## src/rtl/slot_arb8.sv

```systemverilog
// slot_arb8: round-robin owner of one 8-way decoded select; 1 cycle req->gnt, TURN+IDLE dead gap between owners.
// No backpressure, req is a level; optional forced revoke under SLOT_ARB_TIMEOUT_EN.
module slot_arb8 #(
  parameter int MIN_HOLD = 2,
  parameter int TIMEOUT  = 64
) (
  input  logic       sys_clk,
  input  logic       resetl,
  input  logic [7:0] req,
  output logic [7:0] gnt,
  output logic [2:0] gnt_idx,
  output logic       gnt_enl,
  output logic       busy,
  output logic       timeout_err
);

  typedef enum logic [1:0] {IDLE, GRANT, TURN} state_t;

  localparam logic [3:0] HOLD_M1 = 4'(MIN_HOLD - 1);

  state_t     state_q, state_d;
  logic [2:0] ptr_q, ptr_d;
  logic [2:0] idx_q, idx_d;
  logic [7:0] gnt_q, gnt_d;
  logic       enl_q, enl_d;
  logic [3:0] hold_q, hold_d;
  logic       terr_q, terr_d;
  logic       found;
  logic [2:0] pick;
  logic [2:0] cand;
  logic       to_fire;

  // Scan from the highest offset down so the offset nearest the pointer wins.
  always_comb begin
    found = 1'b0;
    pick  = ptr_q;
    cand  = '0;
    for (int i = 7; i >= 0; i--) begin
      cand = ptr_q + 3'(i);
      if (req[cand]) begin
        found = 1'b1;
        pick  = cand;
      end
    end
  end

`ifdef SLOT_ARB_TIMEOUT_EN
  logic [7:0] to_q, to_d;

  always_comb begin
    to_d = to_q;
    if (state_q != GRANT) begin
      to_d = '0;
    end else if (to_q != 8'hFF) begin
      to_d = to_q + 8'd1;
    end
  end

  always_ff @(posedge sys_clk or negedge resetl) begin
    if (!resetl) begin
      to_q <= '0;
    end else begin
      to_q <= to_d;
    end
  end

  assign to_fire = (state_q == GRANT) && (to_q == 8'(TIMEOUT - 1)) && req[idx_q];
`else
  logic [7:0] unused_timeout;
  assign unused_timeout = 8'(TIMEOUT);
  assign to_fire = 1'b0;
`endif

  always_comb begin
    state_d = state_q;
    ptr_d   = ptr_q;
    idx_d   = idx_q;
    gnt_d   = gnt_q;
    enl_d   = enl_q;
    hold_d  = hold_q;
    terr_d  = 1'b0;
    case (state_q)
      IDLE: begin
        if (found) begin
          idx_d   = pick;
          gnt_d   = 8'd1 << pick;
          enl_d   = 1'b0;
          hold_d  = '0;
          state_d = GRANT;
        end
      end
      GRANT: begin
        hold_d = (hold_q == 4'd15) ? hold_q : hold_q + 4'd1;
        if (to_fire) begin
          gnt_d   = '0;
          enl_d   = 1'b1;
          terr_d  = 1'b1;
          state_d = TURN;
        end else if (!req[idx_q] && (hold_q >= HOLD_M1)) begin
          gnt_d   = '0;
          enl_d   = 1'b1;
          state_d = TURN;
        end
      end
      TURN: begin
        ptr_d   = idx_q + 3'd1;
        state_d = IDLE;
      end
      default: state_d = IDLE;
    endcase
  end

  always_ff @(posedge sys_clk or negedge resetl) begin
    if (!resetl) begin
      state_q <= IDLE;
      ptr_q   <= '0;
      idx_q   <= '0;
      gnt_q   <= '0;
      enl_q   <= 1'b1;
      hold_q  <= '0;
      terr_q  <= 1'b0;
    end else begin
      state_q <= state_d;
      ptr_q   <= ptr_d;
      idx_q   <= idx_d;
      gnt_q   <= gnt_d;
      enl_q   <= enl_d;
      hold_q  <= hold_d;
      terr_q  <= terr_d;
    end
  end

  assign gnt         = gnt_q;
  assign gnt_idx     = idx_q;
  assign gnt_enl     = enl_q;
  assign busy        = (state_q != IDLE);
  assign timeout_err = terr_q;

endmodule

```

## config.mk

```make
export PLATFORM = sky130hd
export DESIGN_NAME = slot_arb8
export DESIGN_NICKNAME = d
export VERILOG_FILES = /design/src/rtl/slot_arb8.sv
export SDC_FILE = /design/constraint.sdc
export NUM_CORES = 1
export LEC_CHECK = 0
export ABC_CLOCK_PERIOD_IN_PS = 8600
export CORE_ASPECT_RATIO = 1.2
export CORE_MARGIN = 2
export CORE_UTILIZATION = 40
export CTS_CLUSTER_DIAMETER = 50
export CTS_CLUSTER_SIZE = 40
export DETAILED_ROUTE_END_ITERATION = 16
export SLEW_MARGIN = 20
export SYNTH_ARGS = -nofsm -noshare
export SYNTH_HDL_FRONTEND = slang
export SYNTH_SLANG_ARGS = --single-unit
```

## constraint.sdc

```tcl
create_clock -name sys_clk -period 8.6 [get_ports sys_clk]
set_input_delay 2.58 -clock sys_clk [delete_from_list [all_inputs] [get_ports sys_clk]]
set_output_delay 2.58 -clock sys_clk [all_outputs]
set_load 0.02 [all_outputs]
```

---- After elaboration in Yosys (flattened, before gate mapping) ----
Index checks and enable logic that the tools add are counted.
storage, ports and cells
  flip-flop bits (word level) ............. 21
  latch bits .............................. 0
  memory bits (read-only) ................. 0
  bits of input ports ..................... 10
  logic and storage cells ................. 87
  output and inout port bits .............. 14
  memories ................................ 0
  memory bits (writable) .................. 0
cells by class
  bitwise gates (word level) .............. 0
  equality and inequality tests ........... 6
  multiply operators ...................... 0
  $lt $le $gt $ge ......................... 10
  multiplexer cells ....................... 46
  $add $sub $neg .......................... 9
  reduce and logical (&&, ||, !) cells .... 9
  shift-type cells ........................ 1
  div/mod/pow operators ................... 0
operator list
  operator             number
  $lt 3x4->1 const B   9
  $bmux 1 s3           9
  $mux 3               8
  $mux 1               19
  $mux 8               2
  $pmux 8 s2           1
  $add 3x3->3 const B  4
  $mux 4               2
  $pmux 4 s2           1
  $shl 1x3->8 const A  1
  $add 3x1->3 const B  2
  $add 3x2->3 const B  2
  $ne 2x2->1 const B   3
  $reduce_and 3->1     2
  $add 4x1->4 const B  1
  $eq 4x4->1 const B   1
  $ge 4x1->1 const B   1
  $mux 2               2
  $pmux 2 s2           1
  $reduce_and 2->1     2
  $reduce_bool 2->1    2
  $eq 2x1->1 const B   1
  $eq 2x2->1 const B   1
  $logic_not 2->1      1
  3 further kinds      3

---- Longest topological paths before layout ----
Gate-level depths: netlist of the first run.
  word-level depth ........................ 14
  mapped depth ............................ 13
  depth with buffers taken out ............ 9

---- Worst setup path before layout of the first run ----
OpenSTA, ideal clock, no wires.
  kind .................................... input port to flip-flop
  start ................................... in req[1]
  end ..................................... reg gnt_q[0], in the netlist gnt[0]
  data required time ...................... 8,478 ps
  library setup time ...................... 122 ps
  arrival time ............................ 4,476 ps
  path slack .............................. 4,003 ps
  stages .................................. 8
  buffers on the path ..................... 1
  cell sequence ........................... buf_2 -> mux4_1 -> mux2i_4 -> nor3_1 -> a21oi_2 -> nand4_1 -> a221o_1 -> a32o_1
on the way
  word-level cells in the longest chain between the ends .. 13
  elaborated cells between the ends (all ways) .. 42
  classes of those cells .................. 2 x eq/ne; 1 x shift; 36 x mux; 3 x reduce/logical
ends and longest elaborated chain
  what                          line  source
  start, declared               9     input logic [7:0] req,
  $bmux 1 s3                    40    if (req[cand]) begin
  $mux 1 (implied by the code)  40
  $mux 3 (8 in a row)           40
  $shl 1x3->8                   86    gnt_d = 8'd1 << pick;
  $mux 8                        84    if (found) begin
  $pmux 8 s2                    82    case (state_q)
  end signal, assigned          126   gnt_q <= gnt_d;
  end, declared                 24    logic [7:0] gnt_q, gnt_d;
Several ways; a longest one is shown, not always the timed one. The select of a mux whose other input is x is not followed.
A chain may end at the register's enable or synchronous reset.

---- Worst setup path in the final report of the first run ----
  start ................................... in req[0]
  end ..................................... reg gnt_q[0], in the netlist gnt[0]
The elaborated chain is that of the path after synthesis.

==> results of run 1 <==
synthesized netlist by cell type (2+ instances only):
library cell,instances
buf_2,5
o31ai_1,2
a211oi_1,2
xnor2_1,3
a21oi_1,11
and2_1,2
a31oi_1,2
buf_6,3
a22oi_1,2
mux2_2,3
mux2i_1,15
nand2_1,6
o21ai_1,2
ha_1,6
nor3_1,2
mux4_1,3
nor2b_1,2
nand4_1,2
a32o_1,8
clkinv_1,2
nor3b_1,2
a221oi_1,2
dfrtp_1,20
nand2b_1,5
buf_4,2
or3_1,2
o21ai_0,3
mux4_2,9
inv_1,7
xor2_1,5
nor2_1,17
mux2_4,2
registers in the layout (all words and copies together) (netlist names):
register  cells
gnt_enl       1
gnt_idx       3
gnt           8
state_q       2
ptr_q         3
hold_q        4
stage by stage:
stage | utilization (%) | hold slack, ns | area, um2 | setup slack (ns) | total power [mW]
6_report | 45.89 | 0.4996 | 2235 | 3.490 | 0.9831
5_1_grt | 45.89 | 0.5229 | 2235 | 3.298 | 1.060
4_1_cts | 45.89 | 0.5050 | 2235 | 3.494 | 0.9815
3_5_place_dp | 44.89 | 0.4855 | 2186 | 3.220 | 0.9110
3_3_place_gp | 44.89 | 0.4799 | 2186 | 3.295 | 0.8960
2_1_floorplan | - | 0.4903 | 1987 | 4.003 | 0.7557
worst max-delay path: stages:
cell,delay (ns)
clkdlybuf4s50_1,0.56
mux4_1,0.76
mux2i_4,0.24
nor3_1,0.08
a21oi_2,0.13
nand4_1,0.15
a221o_1,0.47
a32o_1,0.28
final cells by class:
cell class / count / share of cell area (%)
Multi-Input combinational cell: 147 / 59.52
Sequential cell: 21 / 23.57
Timing Repair Buffer: 22 / 9.854
Tap cell: 60 / 3.359
Clock buffer: 3 / 1.848
Inverter: 9 / 1.512
Clock inverter: 1 / 0.3359
cell usage in the layout, fill, tap and decap left out, drive strengths merged, types with 3 or more instances in the layout:
cell type	netlist	layout
xor2	5	5
a21oi	12	12
inv	7	7
o21ai	5	5
mux2i	16	16
nand2b	5	5
a32o	8	8
mux4	12	12
xnor2	3	3
nor2	18	18
clkdlybuf4s50	0	22
ha	6	6
mux2	6	6
dfrtp	20	20
nand2	6	6
clkbuf	1	3
a221oi	3	3
cells by family (layout without fill, tap and decap cells):
logic type	count (synthesis)	count (layout)	share of synthesized area (%)
and+or+nand+nor	51	51	14.23
AOI/OAI and AO/OA	47	47	18.58
muxes	34	34	26.64
buffers and inverters	22	35	6.548
DFF	21	21	26.51
xor gates and xnor gates	8	8	3.527
adders and majority gates	6	6	3.778
other	1	1	0.1887
layer usage:
metal,wire length [um],up-vias,part of all wire (%),global-route usage (%)
li1,-,759,-,-
met1,2226,824,46,27.21
met2,2456,42,50,31.36
met3,191,2,3.9,2.770
met4,10,0,0.20,2.400
met5,0,-,0,0
power groups by stage:
stage	clock network (mW)	registers (mW)	logic, mW
after floorplan	0	0.189	0.567
after global placement	0	0.212	0.684
after detailed placement	0	0.213	0.698
after CTS	0.0688	0.212	0.701
after global routing	0.0728	0.221	0.767
final	0.0678	0.213	0.703
how the worst min path moves through the flow:
stage / startpoint / to / slack, ns / cells after the start
floorplan: state_q[0]$_DFFE_PN0P_ / state_q[0]$_DFFE_PN0P_ / 0.49 / 1
global placement: gnt[1]$_DFFE_PN0P_ / gnt[1]$_DFFE_PN0P_ / 0.48 / 1
detailed placement: gnt[1]$_DFFE_PN0P_ / gnt[1]$_DFFE_PN0P_ / 0.49 / 1
CTS: gnt[1]$_DFFE_PN0P_ / gnt[1]$_DFFE_PN0P_ / 0.51 / 1
global route: gnt_enl$_DFFE_PN1P_ / gnt_enl$_DFFE_PN1P_ / 0.52 / 1
finish: gnt[1]$_DFFE_PN0P_ / gnt[1]$_DFFE_PN0P_ / 0.50 / 1
==> run metrics, run 1 <==
critical path class=in -> reg; Final period util=around 59%; Psw=between 0.4 and 0.5 mW; R2R depth=8; height of the chip=81.21 um; Die X=between 60 and 70 um; critical path required time=8.75 ns; fin. max-slew vios=0; postcts setup bufs=0; largest net degree at the start of global routing=23; Clk pwr share=under 10%; Fill cells=around 460; worst slew margin relative to its limit=around 34%; DRC viols=0; Syn. warnings=0; ys flop type=dfrtp_1; footprint of the multi-input gates=approximately 0.0013 mm2; initial antenna violation count=0; CP startpoint=req[0]; Worst Path Max Fanout=10; Synth area leaders=dfrtp_1, mux4_2, mux2i_1; Rows=28; register area share after synthesis=a little over a quarter; clock slew at reported path FFs=0.08 ns; reg-to-reg startpoint=ptr_q[1]$_DFFE_PN0N_; Storage cell area=approximately 530 um2; Cell Area, Synth=0.001987 mm2; Non-Filler Instances=between 200 and 300; post-CTS resize count=0; flop2flop setup slack=4.35 ns; fin crit period=roughly 5.1 ns; setup TNS=0 ns; sequential share of power=21.6%; Port-buffer cells=22; RePlAce Congestion=between 0.8 and 0.9; IO Count=24; worst hold path class=reg -> reg; Async SR Flop Fraction=100.0%; grt total ovfl=0; number of CTS-inserted buffers=3; critical path startpoint category=input port; Die ar.=~0.0055 mm2; layout cells sized above 1=around 14%; Max Cap Viol=0; initial core utilization=40.80%; Ant. Diodes=0; worst-margin pin slew=about 0.98 ns; FF-to-FF End=gnt[4]$_DFFE_PN0P_; DR iter-0 viols=30; RSZ-0062 raised after global routing=false; Inst Count DP=approximately 260; Clock Latency Late Sink=between 0.2 and 0.3 ns; CTS Sinks=21; Gate power share=between 70% and 80%; CTS Hold Buffers Added=0; CTS H-Tree Depth=1; area leader, netlist=dfrtp_1; Cell variety after synth=63; Pint=0.4865 mW; Layout Skew=between 0.0015 and 0.002 ns; sw frac=50.51%; CP arrival=between 5 and 6 ns; gr usage total=about a fifth; Synth top area share=around a quarter; routed wire length=a little under 5000 um; outcome=completed; area of the core=0.004870 mm2; Post-synth EDFFs=0; Clock Root Buffer=clkbuf_8; Post-DRT Antenna Nets=0; clock buffer depth=2; syn_area_per_cell=around 10 um2; power density cells=about 440 mW/mm2; CTS tree=done; first-pass GRT wire length=around 8000 um; nets=220; highest clock rate=about 0.20 GHz; vias after detailed routing=1627; area delta synth->final=12.47%; worst vdd ir=237.2 uV; WL/cell=18.57 um; Synth Instances=190; FF+latch count, synth=21; final setup fails=0; Hold Vio Cnt, Final=0; Mapped Nets=just over 200; First-pass DRT Iterations=4; hpwl dp=between 3000 and 4000 um; via/cell ratio=6.186; Leak=~0.88 nW; crit path to=gnt[0]$_DFFE_PN0P_; Critical Path End Type=flip-flop; vias in the first global route=between 1500 and 2000
Note: power is estimated with default switching activity, not from simulation.
==> run 2: changes to the inputs <==
- ABC_CLOCK_PERIOD_IN_PS: 8600 -> 5200
- clock period: 8.6 -> 5.2 ns (I/O delays scaled with it)
==> run 2 against run 1 <==
  * Final area increased by 0.56%
  * Sequential power up 41%
  * Clock power grew 62%
  * Combinational power up 75%
  * Hold slack worse by 0.0010 ns
  * Clock skew is 0.0023 ns higher
  * Utilization rose by 0.26 points
  * Sequential cell count stayed put
  * Setup slack worse by 2.4 ns
  * Routed wire length is 1.1% higher
  * Clock-buffer cell count did not move
  * Non-clock buffer count rose by 2
  * Critical path type unchanged
  * Critical endpoint unchanged
==> run metrics, run 2 (synthesized netlist as in run 1, its figures left out) <==
vias in the first global route=1664; leading cell types in the layout, fill and taps excluded=clkdlybuf4s50_1, dfrtp_1, nor2_1, mux2i_1, a21oi_1; Ant. Diodes=0; via/cell ratio=between 6 and 7; clock slew at reported path FFs=0.08 ns; RePlAce Congestion=about 0.89; critical path class=in -> reg; RSZ-0062 raised after global routing=false; final setup fails=0; Die X=68.34 um; FF-to-FF End=gnt[0]$_DFFE_PN0P_; worst-margin pin slew=between 0.9 and 1 ns; leading cell type in the layout, fill and taps excluded=clkdlybuf4s50_1; First-pass DRT Iterations=4; Die ar.=0.005550 mm2; DR iter-0 viols=85; reg-to-reg startpoint=ptr_q[0]$_DFFE_PN0N_; Clock Latency Late Sink=about 0.26 ns; number of CTS-inserted buffers=3; Pwr Total=approximately 1.6 mW; Non-Filler Instances=about 270; Critical Path End Type=flip-flop; grt total ovfl=0; CTS Sinks=21; layout cells sized above 1=approximately 15%; Inst Count DP=261; IO Count=24; Max Cap Viol=0; setup TNS=0 ns; post-route cell area=roughly 0.0022 mm2; CTS H-Tree Depth=1; initial antenna violation count=0; Storage cell area=526.8 um2; nets=~220; area delta synth->final=13.10%; Port-buffer cells=22; gr usage total=between 10% and 20%; Final period util=79.81%; fin crit period=between 4 and 5 ns; WL/cell=about 19 um; highest clock rate=0.2410 GHz; hpwl dp=3636 um; post-CTS resize count=0; Final Core Density=about 46%; Rows=28; vias after detailed routing=between 1500 and 2000; Leak=about 0.9 nW; outcome=completed; DP Area=between 0.002 and 0.0025 mm2; height of the chip=between 80 and 90 um; critical path startpoint category=input port; flop2flop setup slack=roughly 1.6 ns; Post-DRT Antenna Nets=0; area of the core=~0.0049 mm2; fin. max-slew vios=0; CTS Hold Buffers Added=0; CP arrival=roughly 4.3 ns; critical path required time=5.36 ns; clock buffer depth=2; worst hold path class=reg -> reg; Layout Skew=around 0.0042 ns; Fill cells=roughly 460; footprint of the multi-input gates=0.001330 mm2; postcts setup bufs=0; DRC viols=0; max reg flops=8; routed wire length=4938 um; CP startpoint=req[0]; initial core utilization=between 40% and 50%; largest net degree at the start of global routing=23; worst slew margin relative to its limit=between 30% and 40%; crit path to=gnt[0]$_DFFE_PN0P_; power density cells=between 700 and 800 mW/mm2; first-pass GRT wire length=slightly above 8000 um; R2R depth=10; CTS tree=done; Worst Path Max Fanout=10; worst vdd ir=between 300 and 400 uV; Hold Vio Cnt, Final=0; Clock Root Buffer=clkbuf_8
run 2: report_power, final:
group          switching [mW]  total, mW  leakage, nW  internal [mW]
combinational           0.693       1.23        0.604          0.534
clock                  0.0561      0.110       0.0255         0.0534
sequential             0.0744      0.300        0.266          0.226
run 2: per-stage QoR:
step                hold WS [ns]  setup WS (ns)
floorplan                 0.4903          1.623
global placement          0.4797         0.9177
detailed placement        0.4840         0.8147
CTS                       0.5025          1.097
global route              0.5240         0.9174
finish                    0.4986          1.050
run 2: routing by layer:
metal	part of all wire, %	track usage, %
met5	0	0
met4	1.5	5.600
met3	3.2	2.909
met2	50	30.78
met1	46	26.14
run 2: worst min path at each step:
| stage | end | depth (start not counted) | startpoint |
|---|---|---|---|
| floorplan | state_q[0]$_DFFE_PN0P_ | 1 | state_q[0]$_DFFE_PN0P_ |
| CTS | gnt[1]$_DFFE_PN0P_ | 1 | gnt[1]$_DFFE_PN0P_ |
| global placement | gnt[1]$_DFFE_PN0P_ | 1 | gnt[1]$_DFFE_PN0P_ |
| global route | gnt[0]$_DFFE_PN0P_ | 1 | gnt[0]$_DFFE_PN0P_ |
| finish | gnt[1]$_DFFE_PN0P_ | 1 | gnt[1]$_DFFE_PN0P_ |
| detailed placement | gnt[1]$_DFFE_PN0P_ | 1 | gnt[1]$_DFFE_PN0P_ |
run 2: worst max-delay path, cell delays in order:
cell and delay (ns):
clkdlybuf4s50_1 0.57, mux4_1 0.79, mux2i_4 0.26, nor3_1 0.08, a21oi_2 0.13, nand4_1 0.15, a221o_1 0.47, a32o_1 0.28
run 2: cell type report:
| class | count | share of cell area, % |
|---|---|---|
| clock buffers | 3 | 1.837 |
| well taps | 60 | 3.341 |
| multi-input cells | 147 | 59.19 |
| flip-flops and latches | 21 | 23.44 |
| repair buffers | 24 | 10.47 |
| clock inverters | 1 | 0.2227 |
| inverters | 9 | 1.503 |
